[config.mk]
export PLATFORM = sky130hd
export DESIGN_NAME = spi_shift_engine_flat
export DESIGN_NICKNAME = d
export VERILOG_FILES = /design/src/rtl/spi_shift_engine_if.sv /design/src/rtl/spi_shift_engine.sv /design/src/flat_wrapper.sv
export SDC_FILE = /design/constraint.sdc
export NUM_CORES = 1
export LEC_CHECK = 0
export CAP_MARGIN = 0
export CORE_MARGIN = 2
export CORE_UTILIZATION = 50
export DETAILED_ROUTE_END_ITERATION = 16
export GPL_TIMING_DRIVEN = 0
export PLACE_DENSITY = 0.82
export SYNTH_ARGS = -nofsm -noshare
export SYNTH_HDL_FRONTEND = slang
export SYNTH_SLANG_ARGS = --single-unit
[constraint.sdc]
create_clock -name PCLK -period 3 [get_ports PCLK]
set_clock_uncertainty 0.2 [all_clocks]
set_input_delay 0.6 -clock PCLK [delete_from_list [all_inputs] [get_ports PCLK]]
set_output_delay 0.6 -clock PCLK [all_outputs]
set_load 0.01 [all_outputs]
[src/rtl/spi_shift_engine_if.sv]
// rtl/spi_shift_engine_if.sv - control, data and status bundle for the SPI shift engine
interface spi_shift_engine_if #(
   parameter int DATA_WIDTH = 8,
   parameter int CNT_W      = $clog2(DATA_WIDTH + 1)
);
   logic                  ss;
   logic                  cpol;
   logic                  cphase;
   logic                  lsbfe;
   logic [CNT_W-1:0]      frame_len;
   logic                  send_data;
   logic [DATA_WIDTH-1:0] data_mosi;
   logic                  flag_low;
   logic                  flag_high;
   logic                  flags_low;
   logic                  flags_high;
   logic                  miso;
   logic                  receive_data;
   logic                  mosi;
   logic [DATA_WIDTH-1:0] data_miso;
   logic                  busy;
   logic                  rx_valid;
   logic                  rx_full;
   logic                  overrun;
   logic                  aborted;

   modport slave (
      input  ss, cpol, cphase, lsbfe, frame_len, send_data, data_mosi,
             flag_low, flag_high, flags_low, flags_high, miso, receive_data,
      output mosi, data_miso, busy, rx_valid, rx_full, overrun, aborted
   );

   modport master (
      output ss, cpol, cphase, lsbfe, frame_len, send_data, data_mosi,
             flag_low, flag_high, flags_low, flags_high, miso, receive_data,
      input  mosi, data_miso, busy, rx_valid, rx_full, overrun, aborted
   );
endinterface

[src/rtl/spi_shift_engine.sv]
// rtl/spi_shift_engine.sv - SPI bit shifter driven by external drive/sample strobes
module spi_shift_engine #(
   parameter int DATA_WIDTH = 8,
   parameter int CNT_W      = $clog2(DATA_WIDTH + 1)
) (
   input logic          PCLK,
   input logic          PRESETn,
   spi_shift_engine_if.slave bus
);
   localparam logic [1:0] ST_IDLE  = 2'd0;
   localparam logic [1:0] ST_READY = 2'd1;
   localparam logic [1:0] ST_SHIFT = 2'd2;
   localparam logic [1:0] ST_DONE  = 2'd3;
   localparam logic [CNT_W-1:0]      FULL_LEN = CNT_W'(DATA_WIDTH);
   localparam logic [DATA_WIDTH-1:0] ONE      = DATA_WIDTH'(1);

   logic [1:0]            state_q, state_d;
   logic [DATA_WIDTH-1:0] tx_shift_q, tx_shift_d;
   logic [DATA_WIDTH-1:0] rx_shift_q, rx_shift_d;
   logic [DATA_WIDTH-1:0] rx_buf_q, rx_buf_d;
   logic [CNT_W-1:0]      len_q, len_d;
   logic [CNT_W-1:0]      tx_cnt_q, tx_cnt_d;
   logic [CNT_W-1:0]      rx_cnt_q, rx_cnt_d;
   logic                  mosi_q, mosi_d;
   logic                  rx_full_q, rx_full_d;
   logic                  overrun_q, overrun_d;
   logic                  aborted_q, aborted_d;

   logic                  hi_sel, drv_stb, smp_stb;
   logic [CNT_W-1:0]      eff_len, load_len;
   logic [DATA_WIDTH-1:0] load_data;

   // Both SPI bit orders map frame position to word index the same way for tx and rx
   function automatic logic [CNT_W-1:0] bit_idx(input logic [CNT_W-1:0] cnt,
                                                input logic [CNT_W-1:0] len,
                                                input logic             lsb_first);
      return lsb_first ? cnt : len - CNT_W'(1) - cnt;
   endfunction

   function automatic logic tx_bit(input logic [DATA_WIDTH-1:0] word,
                                   input logic [CNT_W-1:0]      cnt,
                                   input logic [CNT_W-1:0]      len,
                                   input logic                  lsb_first);
      logic [DATA_WIDTH-1:0] sh;
      sh = word >> bit_idx(cnt, len, lsb_first);
      return sh[0];
   endfunction

   assign hi_sel    = bus.cpol ^ bus.cphase;
   assign drv_stb   = hi_sel ? bus.flags_high : bus.flags_low;
   assign smp_stb   = hi_sel ? bus.flag_high  : bus.flag_low;
   assign eff_len   = (bus.frame_len == '0 || bus.frame_len > FULL_LEN) ? FULL_LEN : bus.frame_len;
   assign load_data = bus.send_data ? bus.data_mosi : tx_shift_q;
   assign load_len  = bus.send_data ? eff_len : len_q;

   always_comb begin
      state_d    = state_q;
      tx_shift_d = tx_shift_q;
      rx_shift_d = rx_shift_q;
      rx_buf_d   = rx_buf_q;
      len_d      = len_q;
      tx_cnt_d   = tx_cnt_q;
      rx_cnt_d   = rx_cnt_q;
      mosi_d     = mosi_q;
      rx_full_d  = rx_full_q;
      overrun_d  = overrun_q;
      aborted_d  = 1'b0;

      if (bus.receive_data) begin
         rx_full_d = 1'b0;
         overrun_d = 1'b0;
      end

      case (state_q)
         ST_IDLE: begin
            if (bus.send_data) begin
               tx_shift_d = bus.data_mosi;
               len_d      = eff_len;
               state_d    = ST_READY;
            end
         end
         ST_READY: begin
            tx_shift_d = load_data;
            len_d      = load_len;
            if (!bus.ss) begin
               state_d    = ST_SHIFT;
               rx_shift_d = '0;
               rx_cnt_d   = '0;
               tx_cnt_d   = '0;
               // cphase=0 needs the first bit on the line before any edge arrives
               if (!bus.cphase) begin
                  mosi_d   = tx_bit(load_data, '0, load_len, bus.lsbfe);
                  tx_cnt_d = CNT_W'(1);
               end
            end
         end
         ST_SHIFT: begin
            if (bus.ss) begin
               state_d   = ST_IDLE;
               tx_cnt_d  = '0;
               rx_cnt_d  = '0;
               aborted_d = 1'b1;
            end else begin
               if (drv_stb && tx_cnt_q < len_q) begin
                  mosi_d   = tx_bit(tx_shift_q, tx_cnt_q, len_q, bus.lsbfe);
                  tx_cnt_d = tx_cnt_q + CNT_W'(1);
               end
               if (smp_stb) begin
                  rx_shift_d = (rx_shift_q & ~(ONE << bit_idx(rx_cnt_q, len_q, bus.lsbfe)))
                             | ({{(DATA_WIDTH-1){1'b0}}, bus.miso} << bit_idx(rx_cnt_q, len_q, bus.lsbfe));
                  rx_cnt_d   = rx_cnt_q + CNT_W'(1);
                  // rx_shift was cleared at frame start, so bits at or above L are already zero
                  if (rx_cnt_d == len_q) begin
                     rx_buf_d = rx_shift_d;
                     state_d  = ST_DONE;
                  end
               end
            end
         end
         ST_DONE: begin
            state_d   = ST_IDLE;
            tx_cnt_d  = '0;
            rx_cnt_d  = '0;
            rx_full_d = 1'b1;
            overrun_d = bus.receive_data ? overrun_q : (overrun_q | rx_full_q);
         end
         default: state_d = ST_IDLE;
      endcase
   end

   always_ff @(posedge PCLK or negedge PRESETn) begin
      if (!PRESETn) begin
         state_q    <= ST_IDLE;
         tx_shift_q <= '0;
         rx_shift_q <= '0;
         rx_buf_q   <= '0;
         len_q      <= '0;
         tx_cnt_q   <= '0;
         rx_cnt_q   <= '0;
         mosi_q     <= 1'b0;
         rx_full_q  <= 1'b0;
         overrun_q  <= 1'b0;
         aborted_q  <= 1'b0;
      end else begin
         state_q    <= state_d;
         tx_shift_q <= tx_shift_d;
         rx_shift_q <= rx_shift_d;
         rx_buf_q   <= rx_buf_d;
         len_q      <= len_d;
         tx_cnt_q   <= tx_cnt_d;
         rx_cnt_q   <= rx_cnt_d;
         mosi_q     <= mosi_d;
         rx_full_q  <= rx_full_d;
         overrun_q  <= overrun_d;
         aborted_q  <= aborted_d;
      end
   end

   assign bus.mosi      = mosi_q;
   assign bus.data_miso = bus.receive_data ? rx_buf_q : '0;
   assign bus.busy      = (state_q != ST_IDLE);
   assign bus.rx_valid  = (state_q == ST_DONE);
   assign bus.rx_full   = rx_full_q;
   assign bus.overrun   = overrun_q;
   assign bus.aborted   = aborted_q;
endmodule

[src/flat_wrapper.sv]
// flat-port wrapper written by rule: the top's interface ports become plain ports
module spi_shift_engine_flat 
#(
   parameter int DATA_WIDTH = 8,
   parameter int CNT_W      = $clog2(DATA_WIDTH + 1)
)
  (PCLK, PRESETn, bus_ss, bus_cpol, bus_cphase, bus_lsbfe, bus_frame_len, bus_send_data, bus_data_mosi, bus_flag_low, bus_flag_high, bus_flags_low, bus_flags_high, bus_miso, bus_receive_data, bus_mosi, bus_data_miso, bus_busy, bus_rx_valid, bus_rx_full, bus_overrun, bus_aborted);
  spi_shift_engine_if #(.DATA_WIDTH(DATA_WIDTH), .CNT_W(CNT_W)) bus_i ();
  input logic PCLK;
  input logic PRESETn;
  input wire logic [$bits(bus_i.ss)-1:0] bus_ss;
  input wire logic [$bits(bus_i.cpol)-1:0] bus_cpol;
  input wire logic [$bits(bus_i.cphase)-1:0] bus_cphase;
  input wire logic [$bits(bus_i.lsbfe)-1:0] bus_lsbfe;
  input wire logic [$bits(bus_i.frame_len)-1:0] bus_frame_len;
  input wire logic [$bits(bus_i.send_data)-1:0] bus_send_data;
  input wire logic [$bits(bus_i.data_mosi)-1:0] bus_data_mosi;
  input wire logic [$bits(bus_i.flag_low)-1:0] bus_flag_low;
  input wire logic [$bits(bus_i.flag_high)-1:0] bus_flag_high;
  input wire logic [$bits(bus_i.flags_low)-1:0] bus_flags_low;
  input wire logic [$bits(bus_i.flags_high)-1:0] bus_flags_high;
  input wire logic [$bits(bus_i.miso)-1:0] bus_miso;
  input wire logic [$bits(bus_i.receive_data)-1:0] bus_receive_data;
  output wire logic [$bits(bus_i.mosi)-1:0] bus_mosi;
  output wire logic [$bits(bus_i.data_miso)-1:0] bus_data_miso;
  output wire logic [$bits(bus_i.busy)-1:0] bus_busy;
  output wire logic [$bits(bus_i.rx_valid)-1:0] bus_rx_valid;
  output wire logic [$bits(bus_i.rx_full)-1:0] bus_rx_full;
  output wire logic [$bits(bus_i.overrun)-1:0] bus_overrun;
  output wire logic [$bits(bus_i.aborted)-1:0] bus_aborted;
  assign bus_i.ss = bus_ss;
  assign bus_i.cpol = bus_cpol;
  assign bus_i.cphase = bus_cphase;
  assign bus_i.lsbfe = bus_lsbfe;
  assign bus_i.frame_len = bus_frame_len;
  assign bus_i.send_data = bus_send_data;
  assign bus_i.data_mosi = bus_data_mosi;
  assign bus_i.flag_low = bus_flag_low;
  assign bus_i.flag_high = bus_flag_high;
  assign bus_i.flags_low = bus_flags_low;
  assign bus_i.flags_high = bus_flags_high;
  assign bus_i.miso = bus_miso;
  assign bus_i.receive_data = bus_receive_data;
  assign bus_mosi = bus_i.mosi;
  assign bus_data_miso = bus_i.data_miso;
  assign bus_busy = bus_i.busy;
  assign bus_rx_valid = bus_i.rx_valid;
  assign bus_rx_full = bus_i.rx_full;
  assign bus_overrun = bus_i.overrun;
  assign bus_aborted = bus_i.aborted;
  spi_shift_engine #(.DATA_WIDTH(DATA_WIDTH), .CNT_W(CNT_W)) u_core (.PCLK(PCLK), .PRESETn(PRESETn), .bus(bus_i));
endmodule
== After elaboration in Yosys (flattened, before gate mapping) ==
Index checks and enable logic that the tools add are counted.
Operators by class
  add/subtract/negate cells: 6
  bitwise logic cells: 6
  equal/unequal tests: 14
  order comparisons: 2
  muxes and demuxes: 39
  reduce and logical (&&, ||, !) cells: 16
  shift operators: 4
Operators with widths (count)
  4-bit 2-to-1 mux: 11
  8-bit 2-to-1 mux: 5
  4-bit case mux with 3 select lines: 2
  8-bit case mux with 2 select lines: 1
  8-bit by 4-bit >> shifter with 1-bit output: 2
  1-bit 2-to-1 mux: 13
  4-bit AND reduction: 3
  2-bit 2-to-1 mux: 5
  2-bit inequality test (second input constant): 5
  3-bit by 2-bit inequality test with 1-bit output (second input constant): 3
  4-bit by 1-bit adder with 4-bit output (second input constant): 2
  8-bit AND: 1
  8-bit inverter: 1
  8-bit bitwise OR: 1
  2-bit case mux with 4 select lines: 1
  1-bit by 4-bit << shifter with 8-bit output: 1
  1-bit by 4-bit << shifter with 8-bit output (first input constant): 1
  4-bit by 1-bit subtractor with 4-bit output (second input constant): 2
  4-bit subtractor: 2
  3-bit AND reduction: 2
  2-bit nonzero test: 3
  5-bit AND reduction: 1
  2-bit == test (second input constant): 2
  4-bit == test: 1
  other kinds (15): 16
Word-level totals
  register bits after elaboration: 42
  output and inout port bits: 14
  input port bits: 25

== Logic depth before layout (Yosys ltp) ==
Gate-level depths: netlist of the first run.
  word-level depth: 10
  depth in mapped cells: 11

== Least setup slack after synthesis of the first run ==
No wires, ideal clock.
  path kind: register -> register
  start point: register u_core.len_q[0]
  end point: register u_core.rx_shift_q[3]
  stages on the path, launching flop included: 12
  clock period less this slack: 2.873 ns
  library setup time: 0.069 ns
  arrival time: 2.604 ns
  buffers on the path: 1
  path slack: 0.127 ns
  path through: dfrtp_1 -> inv_1 -> ha_1 -> inv_1 -> ha_1 -> nor2b_1 -> o21ai_0 -> a21oi_1 -> o41a_1 -> buf_6 -> or3_1 -> nand3_1
Between the ends
  longest elaborated chain between the ends: 10
  elaborated cells on any way between the ends: 11
  those cells by class: add/sub: 2; shift: 2; mux: 4; bitwise: 3
Ends and longest elaborated chain
  from (decl): RTL line spi_shift_engine.sv:21  | logic [CNT_W-1:0] len_q, len_d;
  from (signal assigned): RTL line spi_shift_engine.sv:149  | len_q <= len_d;
  4-bit by 1-bit subtractor with 4-bit output (*): RTL line spi_shift_engine.sv:37  | return lsb_first ? cnt : len - CNT_W'(1) - cnt;
  4-bit subtractor (*): RTL line spi_shift_engine.sv:37
  4-bit 2-to-1 mux (*): RTL line spi_shift_engine.sv:37
  1-bit by 4-bit << shifter with 8-bit output: RTL line spi_shift_engine.sv:109  | rx_shift_d = (rx_shift_q & ~(ONE << bit_idx(rx_cnt_q, len_q, bus.lsbfe)))
  8-bit inverter: RTL line spi_shift_engine.sv:109
  8-bit AND: RTL line spi_shift_engine.sv:109
  8-bit bitwise OR (*): RTL line spi_shift_engine.sv:110  | | ({{(DATA_WIDTH-1){1'b0}}, bus.miso} << bit_idx(rx_cnt_q, len_q, bus.lsbfe));
  8-bit 2-to-1 mux (*): RTL line spi_shift_engine.sv:108  | if (smp_stb) begin
  8-bit 2-to-1 mux (*): RTL line spi_shift_engine.sv:98  | if (bus.ss) begin
  8-bit case mux with 2 select lines (*): RTL line spi_shift_engine.sv:74  | case (state_q)
  to (signal assigned): RTL line spi_shift_engine.sv:147  | rx_shift_q <= rx_shift_d;
  to (decl): RTL line spi_shift_engine.sv:19  | logic [DATA_WIDTH-1:0] rx_shift_q, rx_shift_d;
Every way passes the cells marked *; elsewhere a longest branch is shown, timed or not. The select of a mux whose other input is x is not followed.
A chain may end at the register's enable or synchronous reset.

== Final worst setup path of the first run ==
  start point: register u_core.len_q[1]
  end point: register u_core.mosi_q (netlist: u_core.bus.mosi)
Between the ends
  longest elaborated chain between the ends: 7
  elaborated cells on any way between the ends: 17
  those cells by class: add/sub: 3; order compare: 1; eq/ne: 1; shift: 2; mux: 8; reduce/logical: 2
Ends and longest elaborated chain
  4-bit by 1-bit subtractor with 4-bit output or 4-bit 2-to-1 mux (tied branches): RTL line spi_shift_engine.sv:37, spi_shift_engine.sv:54
  4-bit subtractor or 4-bit by 1-bit subtractor with 4-bit output (tied branches): RTL line spi_shift_engine.sv:37
  4-bit 2-to-1 mux: RTL line spi_shift_engine.sv:37
  8-bit by 4-bit >> shifter with 1-bit output: RTL line spi_shift_engine.sv:45  | sh = word >> bit_idx(cnt, len, lsb_first);
  1-bit 2-to-1 mux (on tied branches): RTL line spi_shift_engine.sv:104, spi_shift_engine.sv:91
  1-bit 2-to-1 mux (on tied branches): RTL line spi_shift_engine.sv:98, spi_shift_engine.sv:85
  1-bit case mux with 2 select lines: RTL line spi_shift_engine.sv:74
  to (signal assigned): RTL line spi_shift_engine.sv:152  | mosi_q <= mosi_d;
  to (decl): RTL line spi_shift_engine.sv:24  | logic mosi_q, mosi_d;
Several ways; a longest one is shown, not always the timed one. The select of a mux whose other input is x is not followed.

==> results.md, run 1 <==
- Pin count of the biggest net entering global routing: 26
- Die height: 82.81 um
- Vias in the first global route: 2807
- Ant. Diodes: 0
- Via/cell ratio: roughly 5.9
- Placed Cells: 465
- Tot GR Track Use: 22.65%
- Initial antenna violation count: 0
- CTS tree: built
- Area grow syn2layout: 22.40%
- Post-route ant nets: 0
- Post-Layout Inst Area: 3801 sq um
- WP data arrival: 2.90 ns
- Worst endpoint required time: 3.04 ns
- Slew @ Worst Pin: 0.5615 ns
- Avg WL per Cell: 15.86 um
- Max Fanout on Critical Path: 4
- Crit share post-route: 95.42%
- Seq cells post-synth: 42
- Setup slack at placement: -0.3573 ns
- Initial Utilization: a little over half
- Largest cells by area after synthesis: dfrtp_1, ha_1, mux2_2
- Nets: ~440
- Fmax: approximately 0.35 GHz
- Clock sink total: 42
- CTS Hold Bufs: 0
- # setup viols final: 0
- Mapped Avg Cell Area: 8.822 sq um
- Setup TNS: 0 ns
- RSZ-0062 raised after global routing: false
- Fin. Hold Viols: 0
- Fin crit period: 2.863 ns
- Area after DPL: approximately 3600 sq um
- Synth unique cells: 53
- Pwr dens: 674.7 nW/um^2
- Estimated wirelength of the detail-placed design: 5664 um
- Total of max-cap violations: 0
- Min Hold Slack: approximately 0.034 ns
- I/O Buffers: 37
- Number of flops mapped to enable cells by yosys: 0
- Worst rel slew slack: approximately 63%
- DRC Markers: 0
- Power consumption: around 2.6 mW
- Warnings, synthesis: 0
- Die area: 6858 sq um
- Leak: 1.575 nW
- Worst-case vdd ir drop: between 0.3 and 0.4 mV
- Fin worst setup slack: 0.1373 ns
- Internal reg-to-reg setup slack: between 0.1 and 0.15 ns
- Hold crit path type: in2async
- Crit path to: u_core.bus.mosi
- Drt pass-1 iters: 4
- Longest Clk Path Bufs: 2
- Final WL: 7533 um
- Area of the mapped netlist: 3105 sq um
- Seq/Total Area, Yosys: roughly a third
- Status: finished, final reports clean
- FP Rows: 28
- Worst Setup End Kind: register
- H-tree levels: 2
- Worst reg2reg startpoint: u_core.len_q[1]
- CTS root buffer: clkbuf_8
- DR iter-0 viols: 206
- Cell Count, Final, Fillers Out: 475
- Count leader, synth: dfrtp_1
- CTS clk-pin slew, worst paths: 0.09 ns
- I/O pin total: 39
- DIE WIDTH: 82.81 um
- Proportion of layout cells with a drive suffix above 1: 12.75%
- Worst skew pair latency: ~0.3 ns
- Worst Setup SP: u_core.len_q[1]
- CP startpoint kind: register
- Slew Limit Fails: 0
- R2R Path End: u_core.bus.mosi
- Post-synth top cells: dfrtp_1, nand2_1, o21ai_0, nor2_1
- CTS Buf Count: 5
- Via count: 2825
- Synth area leader: dfrtp_1
- Remaining Overflow, GRT: 0
- Post-layout util: between 60% and 70%
- Post-Syn Instances: 352
- Kind of critical path: reg2reg
- Post-synthesis net count: 394
- Top_reg_cell synth: dfrtp_1
- First-pass GRT wire length: 12980 um
- Top cell type's share of synthesized area: roughly a third
- Gp weighted congestion: around 0.88
- Ys async rst share: 100.0%
- Core Region: around 6000 sq um
- Reg2reg path depth: 9
[kinds of logic after synthesis]
kind of cell,share of synthesized area (%)
AOI/OAI and AO/OA,20.39
muxes,9.951
xor gates and xnor gates,5.036
and+or+nand+nor,19.14
adders and majority gates,7.333
buffers and inverters,4.311
DFF,33.84
[layout by cell type, fill, tap and decap left out, drive strengths merged, types with 2 or more instances in the layout]
cell / instances
clkdlybuf4s50: 36
nor3: 9
and2: 8
mux2i: 14
nand2: 35
fa: 2
nand3b: 3
dfrtp: 42
a41oi: 2
ha: 15
inv: 16
a21oi: 15
o22ai: 2
nor2b: 9
o211ai: 10
nor3b: 2
xor2: 7
buf: 8
o21ai: 32
or2: 2
clkbuf: 17
or3: 6
o41ai: 3
nand3: 16
nand2b: 5
a311oi: 2
mux2: 15
bufinv: 2
o21a: 6
xnor2: 10
a32oi: 3
a31oi: 10
nor2: 21
[registers in the layout (all words and copies together), names as in the netlist]
| name | count |
|---|---|
| u_core.rx_buf_q | 8 |
| u_core.bus.overrun | 1 |
| u_core.tx_cnt_q | 4 |
| u_core.state_q | 2 |
| u_core.bus.aborted | 1 |
| u_core.rx_cnt_q | 4 |
| u_core.bus.mosi | 1 |
| u_core.len_q | 4 |
| u_core.tx_shift_q | 8 |
| u_core.bus.rx_full | 1 |
| u_core.rx_shift_q | 8 |
[area by class of cell]
class,instances,area (sq um)
well taps,75,93.84
clock inverters,3,68.82
repair buffers,40,400.4
fillers,492,2155
clock buffers,5,68.82
inverters,16,60.06
multi-input cells,278,1981
flip-flops and latches,42,1052
plain buffers,16,76.32
[timing repair]
action / CTS / global route
hold endpoints to repair: 0 / 0
endpoints found under the setup margin: 17 / 13
setup buffers: 2 / 0
gates resized for setup: 3 / 12
pin swaps: 0 / 1
[layer usage]
metal  vias up  part of all wire [%]  wire length [um]  GRT usage [%]
li1       1371                     -                 -              -
met1      1345                    44              3339          30.83
met2        95                    49              3662          37.61
met3        14                   5.5               417          2.783
met4         0                   1.5               113          7.303
met5         -                     0                 0              0
[worst max-delay path, cell delays in order (launching register included)]
cell,delay (ns)
dfrtp_1,0.40
inv_1,0.18
ha_4,0.25
fa_1,0.48
xnor2_2,0.21
o32ai_1,0.11
a221oi_1,0.29
o31ai_1,0.14
o41ai_1,0.38
a31o_2,0.15
[how the worst min path moves through the flow]
stage	endpoint	cells past startpoint
after floorplan	u_core.bus.aborted	0
after global placement	u_core.rx_shift_q[6]	2
after detailed placement	u_core.rx_shift_q[6]	2
after CTS	u_core.tx_shift_q[7]	1
after global routing	u_core.rx_shift_q[3]	1
final	u_core.tx_shift_q[5]	1
[power breakdown]
part | switching (mW) | internal [mW] | leakage (nW)
clock network | 0.213 | 0.334 | 0.0683
registers | 0.0941 | 0.681 | 0.546
logic | 0.673 | 0.570 | 0.961
total | 0.980 | 1.58 | 1.58
No activity file was read; power rests on OpenSTA's default activity.
==> inputs of run 2 (changes only) <==
--- a/config.mk
+++ b/config.mk
@@ -7,10 +7,10 @@
 export LEC_CHECK = 0
 export CAP_MARGIN = 0
 export CORE_MARGIN = 2
-export CORE_UTILIZATION = 50
+export CORE_UTILIZATION = 40
 export DETAILED_ROUTE_END_ITERATION = 16
 export GPL_TIMING_DRIVEN = 0
-export PLACE_DENSITY = 0.82
+export PLACE_DENSITY = 0.69
 export SYNTH_ARGS = -nofsm -noshare
 export SYNTH_HDL_FRONTEND = slang
 export SYNTH_SLANG_ARGS = --single-unit
==> run 2 against run 1 <==
Compared with the run above: routed wire length is 3.1% lower; via count is 1.2% lower; core utilization is 14 points lower; non-clock buffer count is 1 higher; clock power is 35% lower; first-iteration DRC count is 56% lower; setup slack better by 0.028 ns; sequential power hardly changed; maximum frequency is 1.0% higher; sequential share of layout area is 0.20 points higher; critical endpoint unchanged; largest power group unchanged.
==> results.md, run 2 (synthesized netlist as in run 1, its figures left out) <==
- Status: finished, final reports clean
- Post-Layout Inst Area: roughly 3800 sq um
- Worst reg2reg startpoint: u_core.len_q[1]
- # setup viols final: 0
- Commonest non-fill, non-tap cell in the layout: dfrtp_1
- Worst skew pair latency: 0.29 ns
- Via/cell ratio: 5.562
- Remaining Overflow, GRT: 0
- Post-layout util: about half
- Worst endpoint required time: roughly 3.0 ns
- Worst Setup SP: bus_frame_len[3]
- Worst rel slew slack: 62.52%
- CTS clk-pin slew, worst paths: roughly 0.080 ns
- Top delay family on crit path: compound AO/OA/AOI/OAI gates
- Pin count of the biggest net entering global routing: 23
- Fin. Hold Viols: 0
- Pint: 1.398 mW
- Hold crit path type: in2async
- Vias in the first global route: 2701
- Kind of critical path: in2reg
- Slew @ Worst Pin: around 0.56 ns
- Crit path buf inv count: 1
- CP max-delay cell: clkdlybuf4s50_1
- First-pass GRT wire length: 12700 um
- Final WL: 7300 um
- Estimated wirelength of the detail-placed design: 5655 um
- Internal reg-to-reg setup slack: 0.17 ns
- Power consumption: 2.336 mW
- Fmax: approximately 0.35 GHz
- Min Hold Slack: just over 0.08 ns
- Gp weighted congestion: 0.8629
- Clock sink total: 42
- Longest Clk Path Bufs: 2
- Via count: about 2800
- CP startpoint kind: input port
- WP data arrival: 2.82 ns
- Slew Limit Fails: 0
- Biggest regs: u_core.rx_buf_q: 8 flops, u_core.rx_shift_q: 8 flops, u_core.tx_shift_q: 8 flops
- Drt pass-1 iters: 6
- CP max stage delay: 0.57 ns
- Most frequent cells in the layout: dfrtp_1, clkdlybuf4s50_1, nand2_1
- Crit share post-route: 94.47%
- Tot GR Track Use: 18.36%
- Clock power share: 15.2%
- I/O pin total: 39
- Pwr dens: 619.1 nW/um^2
- Initial Utilization: 40.82%
- Area after DPL: about 3600 sq um
- Switching portion of total power: 40.16%
- Filler instances: 761
- Die height: 92.11 um
- Avg WL per Cell: about 15 um
- Ant. Diodes: 0
- Post-route ant nets: 0
- CTS Buf Count: 5
- CTS tree: built
- DRC Markers: 0
- R2R Path End: u_core.rx_shift_q[3]
- Worst-case vdd ir drop: 0.2393 mV
- Total of max-cap violations: 0
- FP Rows: 32
- DR iter-0 viols: 91
- Area grow syn2layout: 21.51%
- Power share of the combinational group: between 50% and 60%
- Max Fanout on Critical Path: 5
- Reg2reg path depth: 11
- Core Region: 7607 sq um
- Initial antenna violation count: 0
- CTS Hold Bufs: 0
- CTS root buffer: clkbuf_8
- Fin crit period: 2.834 ns
- CP cell instances: clkdlybuf4s50_1 > nor2b_4 > mux2i_1 > ha_1 > nor2_1 > a311oi_1 > o32a_1 > a31o_2
- DIE WIDTH: 92.11 um
- Nets: about 440
- Die area: 8484 sq um
- I/O Buffers: 37
- Proportion of layout cells with a drive suffix above 1: 12.25%
- Net switching power: approximately 940 uW
- H-tree levels: 2
- Worst Setup End Kind: register
- Leak: 1.550 nW
- Flop pwr share: 33.1%
run 2: through the flow:
step | setup slack, ns | setup TNS [ns] | std cells
6_report | 0.1658 | 0 | 502
5_1_grt | -0.004437 | -0.004437 | 502
4_1_cts | 0.07544 | 0 | 501
3_5_place_dp | -0.3542 | -3.388 | 492
3_3_place_gp | -0.3629 | -4.970 | 491
2_1_floorplan | 0.1272 | 0 | 352
run 2: layout make-up:
cell class | count | area (sq um) | area share [%]
repair buffers | 41 | 415.4 | 11.01
inverters | 16 | 60.06 | 1.592
plain buffers | 16 | 76.32 | 2.023
well taps | 102 | 127.6 | 3.382
clock inverters | 2 | 10.01 | 0.2653
flip-flops and latches | 42 | 1052 | 27.88
clock buffers | 5 | 68.82 | 1.824
multi-input cells | 278 | 1963 | 52.02
run 2: layer usage:
| metal | vias up | global-route usage, % | wire, um |
|---|---|---|---|
| li1 | 1376 | - | - |
| met1 | 1328 | 23.85 | 3350 |
| met2 | 72 | 31.86 | 3529 |
| met3 | 16 | 2.876 | 298 |
| met4 | 0 | 4.726 | 122 |
| met5 | - | 0 | 0 |
run 2: timing repair:
item | CTS | global route
pin swaps | 0 | 2
gates resized for setup | 4 | 8
buffers inserted | 2 | 1
endpoints found under the setup margin | 17 | 16
run 2: how the worst max path moves through the flow:
stage,end,slack [ns],depth (start not counted)
global placement,u_core.bus.mosi,-0.36,8
global route,u_core.rx_shift_q[3],-0.004,11
CTS,u_core.rx_shift_q[3],0.08,11
detailed placement,u_core.bus.mosi,-0.35,10
floorplan,u_core.rx_shift_q[3],0.13,11
finish,u_core.bus.mosi,0.17,8
run 2: power groups by stage:
stage	logic (mW)	clock network [mW]	registers, mW
global route	1.35	0.382	0.793
floorplan	0.821	0	0.770
global placement	1.11	0	0.791
CTS	1.17	0.363	0.774
detailed placement	1.13	0	0.796
finish	1.21	0.355	0.773
==> inputs of run 3 (changes only) <==
--- a/config.mk
+++ b/config.mk
@@ -5,12 +5,14 @@
 export SDC_FILE = /design/constraint.sdc
 export NUM_CORES = 1
 export LEC_CHECK = 0
+export ABC_CLOCK_PERIOD_IN_PS = 3000
 export CAP_MARGIN = 0
 export CORE_MARGIN = 2
 export CORE_UTILIZATION = 40
 export DETAILED_ROUTE_END_ITERATION = 16
 export GPL_TIMING_DRIVEN = 0
 export PLACE_DENSITY = 0.69
+export REMOVE_ABC_BUFFERS = 1
 export SYNTH_ARGS = -nofsm -noshare
 export SYNTH_HDL_FRONTEND = slang
 export SYNTH_SLANG_ARGS = --single-unit
==> run 3 against run 2 <==
Compared with the run above: core utilization increased by 0.79 points; combinational power is essentially flat; cell count down 0.60%; largest cell class unchanged; sequential share of layout area decreased by 0.44 points; clock-buffer cell count unchanged; first-iteration DRC count up 7.7%; sequential power grew 3.0%; flip-flop and latch count is the same.
==> results.md, run 3 (synthesized netlist as in run 1, its figures left out) <==
- Status: finished, final reports clean
- Vias in the first global route: 2581
- Internal reg-to-reg setup slack: 0.12 ns
- Cell Count, Final, Fillers Out: 499
- I/O pin total: 39
- Tot GR Track Use: 17.28%
- CTS clk-pin slew, worst paths: 0.10 ns
- Via/cell ratio: 5.511
- Slew @ Worst Pin: 0.7797 ns
- Crit share post-route: 95.98%
- Worst endpoint required time: 3.05 ns
- # setup viols final: 0
- Avg WL per Cell: 14.47 um
- Post-route ant nets: 0
- Commonest non-fill, non-tap cell in the layout: dfrtp_1
- Clock sink total: between 40 and 50
- Fmax: 0.3473 GHz
- Worst skew pair latency: about 0.31 ns
- Pwr dens: 635.7 nW/um^2
- Max Fanout on Critical Path: 6
- DR iter-0 viols: between 90 and 100
- Nets: roughly 440
- Total of max-cap violations: 0
- Core Region: 7607 sq um
- Filler instances: 724
- Fin worst setup slack: about 0.12 ns
- Biggest regs: u_core.rx_buf_q: 8 flops, u_core.rx_shift_q: 8 flops, u_core.tx_shift_q: 8 flops
- Area grow syn2layout: 23.45%
- First-pass GRT wire length: approximately 12000 um
- Setup TNS: 0 ns
- WP data arrival: 2.93 ns
- Worst rel slew slack: 47.91%
- Drt pass-1 iters: 4
- Worst reg2reg startpoint: u_core.len_q[1]
- Estimated wirelength of the detail-placed design: 5264 um
- Via count: 2750
- Initial antenna violation count: 0
- Final WL: 7223 um
- Fin. Hold Viols: 0
- Reg2reg path depth: 11
- Leak: 1.573 nW
- Gp weighted congestion: 0.8413
- Proportion of layout cells with a drive suffix above 1: 15.87%
- I/O Buffers: 38
- CTS root buffer: clkbuf_8
- DRC Markers: 0
- Most frequent cells in the layout: dfrtp_1, nand2_1, clkdlybuf4s50_1
- Longest Clk Path Bufs: 2
- Initial Utilization: between 40% and 50%
- Slew Limit Fails: 0
- CP cell instances: inv_2 > ha_4 > inv_1 > ha_1 > nor2b_1 > o21ai_2 > a21oi_1 > o41a_1 > buf_4 > or3_1 > nand3_1
- FP Rows: 32
- Kind of critical path: reg2reg
- CTS tree: built
- CP startpoint kind: register
- CP max stage delay: 0.46 ns
- Pin count of the biggest net entering global routing: 31
- DIE WIDTH: 92.11 um
- Fin crit period: 2.879 ns
- Power consumption: 2.437 mW
- R2R Path End: u_core.rx_shift_q[3]
- Remaining Overflow, GRT: 0
- CTS Buf Count: 5
- CP max-delay cell: o41a_1
- Ant. Diodes: 0
- Post-layout util: 50.39%
- Placed Cells: about 480
- Die area: 8484 sq um
- Worst-case vdd ir drop: 0.3092 mV
- Worst Setup End Kind: register
- Hold crit path type: in2async
- Die height: 92.11 um
- H-tree levels: 2
- Setup slack at placement: -0.5959 ns
==> run 3: cell types whose count changed in the layout (fill, tap and decap cells not counted), sizes merged <==
cell	previous run	this run
buf	9	16
clkbuf	17	7
clkdlybuf4s50	36	35
clkinv	2	0
clkinvlp	0	2
inv	16	17
==> run 3: critical path: cells and delay by family, from the launching register on <==
kind                     cells  cell delay [ns]
AO/OA/AOI/OAI                3             0.73
adder cells (fa/ha/maj)      2             0.56
AND/OR/NAND/NOR              3             0.56
buffers and inverters        3             0.33
flip-flops                   1             0.45
==> run 3: area by class of cell <==
cell class | count | area, sq um | share of cell area (%)
multi-input cells | 278 | 1991 | 51.93
inverters | 16 | 60.06 | 1.567
flip-flops and latches | 42 | 1052 | 27.45
repair buffers | 53 | 510.5 | 13.32
clock buffers | 5 | 68.82 | 1.795
clock inverters | 3 | 23.77 | 0.6201
well taps | 102 | 127.6 | 3.329
==> run 3: power by group <==
part | internal [mW] | switching [mW] | leakage (nW)
combinational | 0.597 | 0.645 | 0.986
sequential | 0.681 | 0.115 | 0.546
clock | 0.167 | 0.232 | 0.0408
total | 1.45 | 0.992 | 1.57
==> run 3: metal layers <==
metal  up-vias  part of all wire (%)  track usage [%]
li1       1369                     -                -
met3         8                   3.5            2.876
met4         0                   1.1            4.353
met1      1321                    44            20.50
met5         -                     0                0
met2        52                    52            32.23
==> run 3: stage by stage <==
step | hold slack [ns] | area (sq um)
finish | 0.07226 | 3834
global route | 0.09977 | 3834
CTS | 0.09168 | 3742
detailed placement | 0.2869 | 3562
global placement | 0.2764 | 3540
floorplan | 0.1044 | 3032
==> run 3: how the worst max path moves through the flow <==
stage | startpoint | cells after the start | end | slack (ns)
floorplan | u_core.len_q[0] | 10 | u_core.rx_shift_q[1] | 0.04
global placement | bus_lsbfe | 5 | u_core.rx_buf_q[0] | -0.58
detailed placement | bus_lsbfe | 5 | u_core.rx_buf_q[0] | -0.60
CTS | u_core.len_q[1] | 10 | u_core.rx_shift_q[1] | 0.02
global route | u_core.len_q[1] | 11 | u_core.rx_shift_q[3] | -0.03
finish | u_core.len_q[1] | 11 | u_core.rx_shift_q[3] | 0.12
==> run 3: repair_timing <==
| action | CTS | global route |
|---|---|---|
| pin swaps | 2 | 3 |
| endpoints found under the setup margin | 18 | 17 |
| setup buffers | 7 | 7 |
| resized for setup | 8 | 15 |
| hold buffers | 0 | 0 |
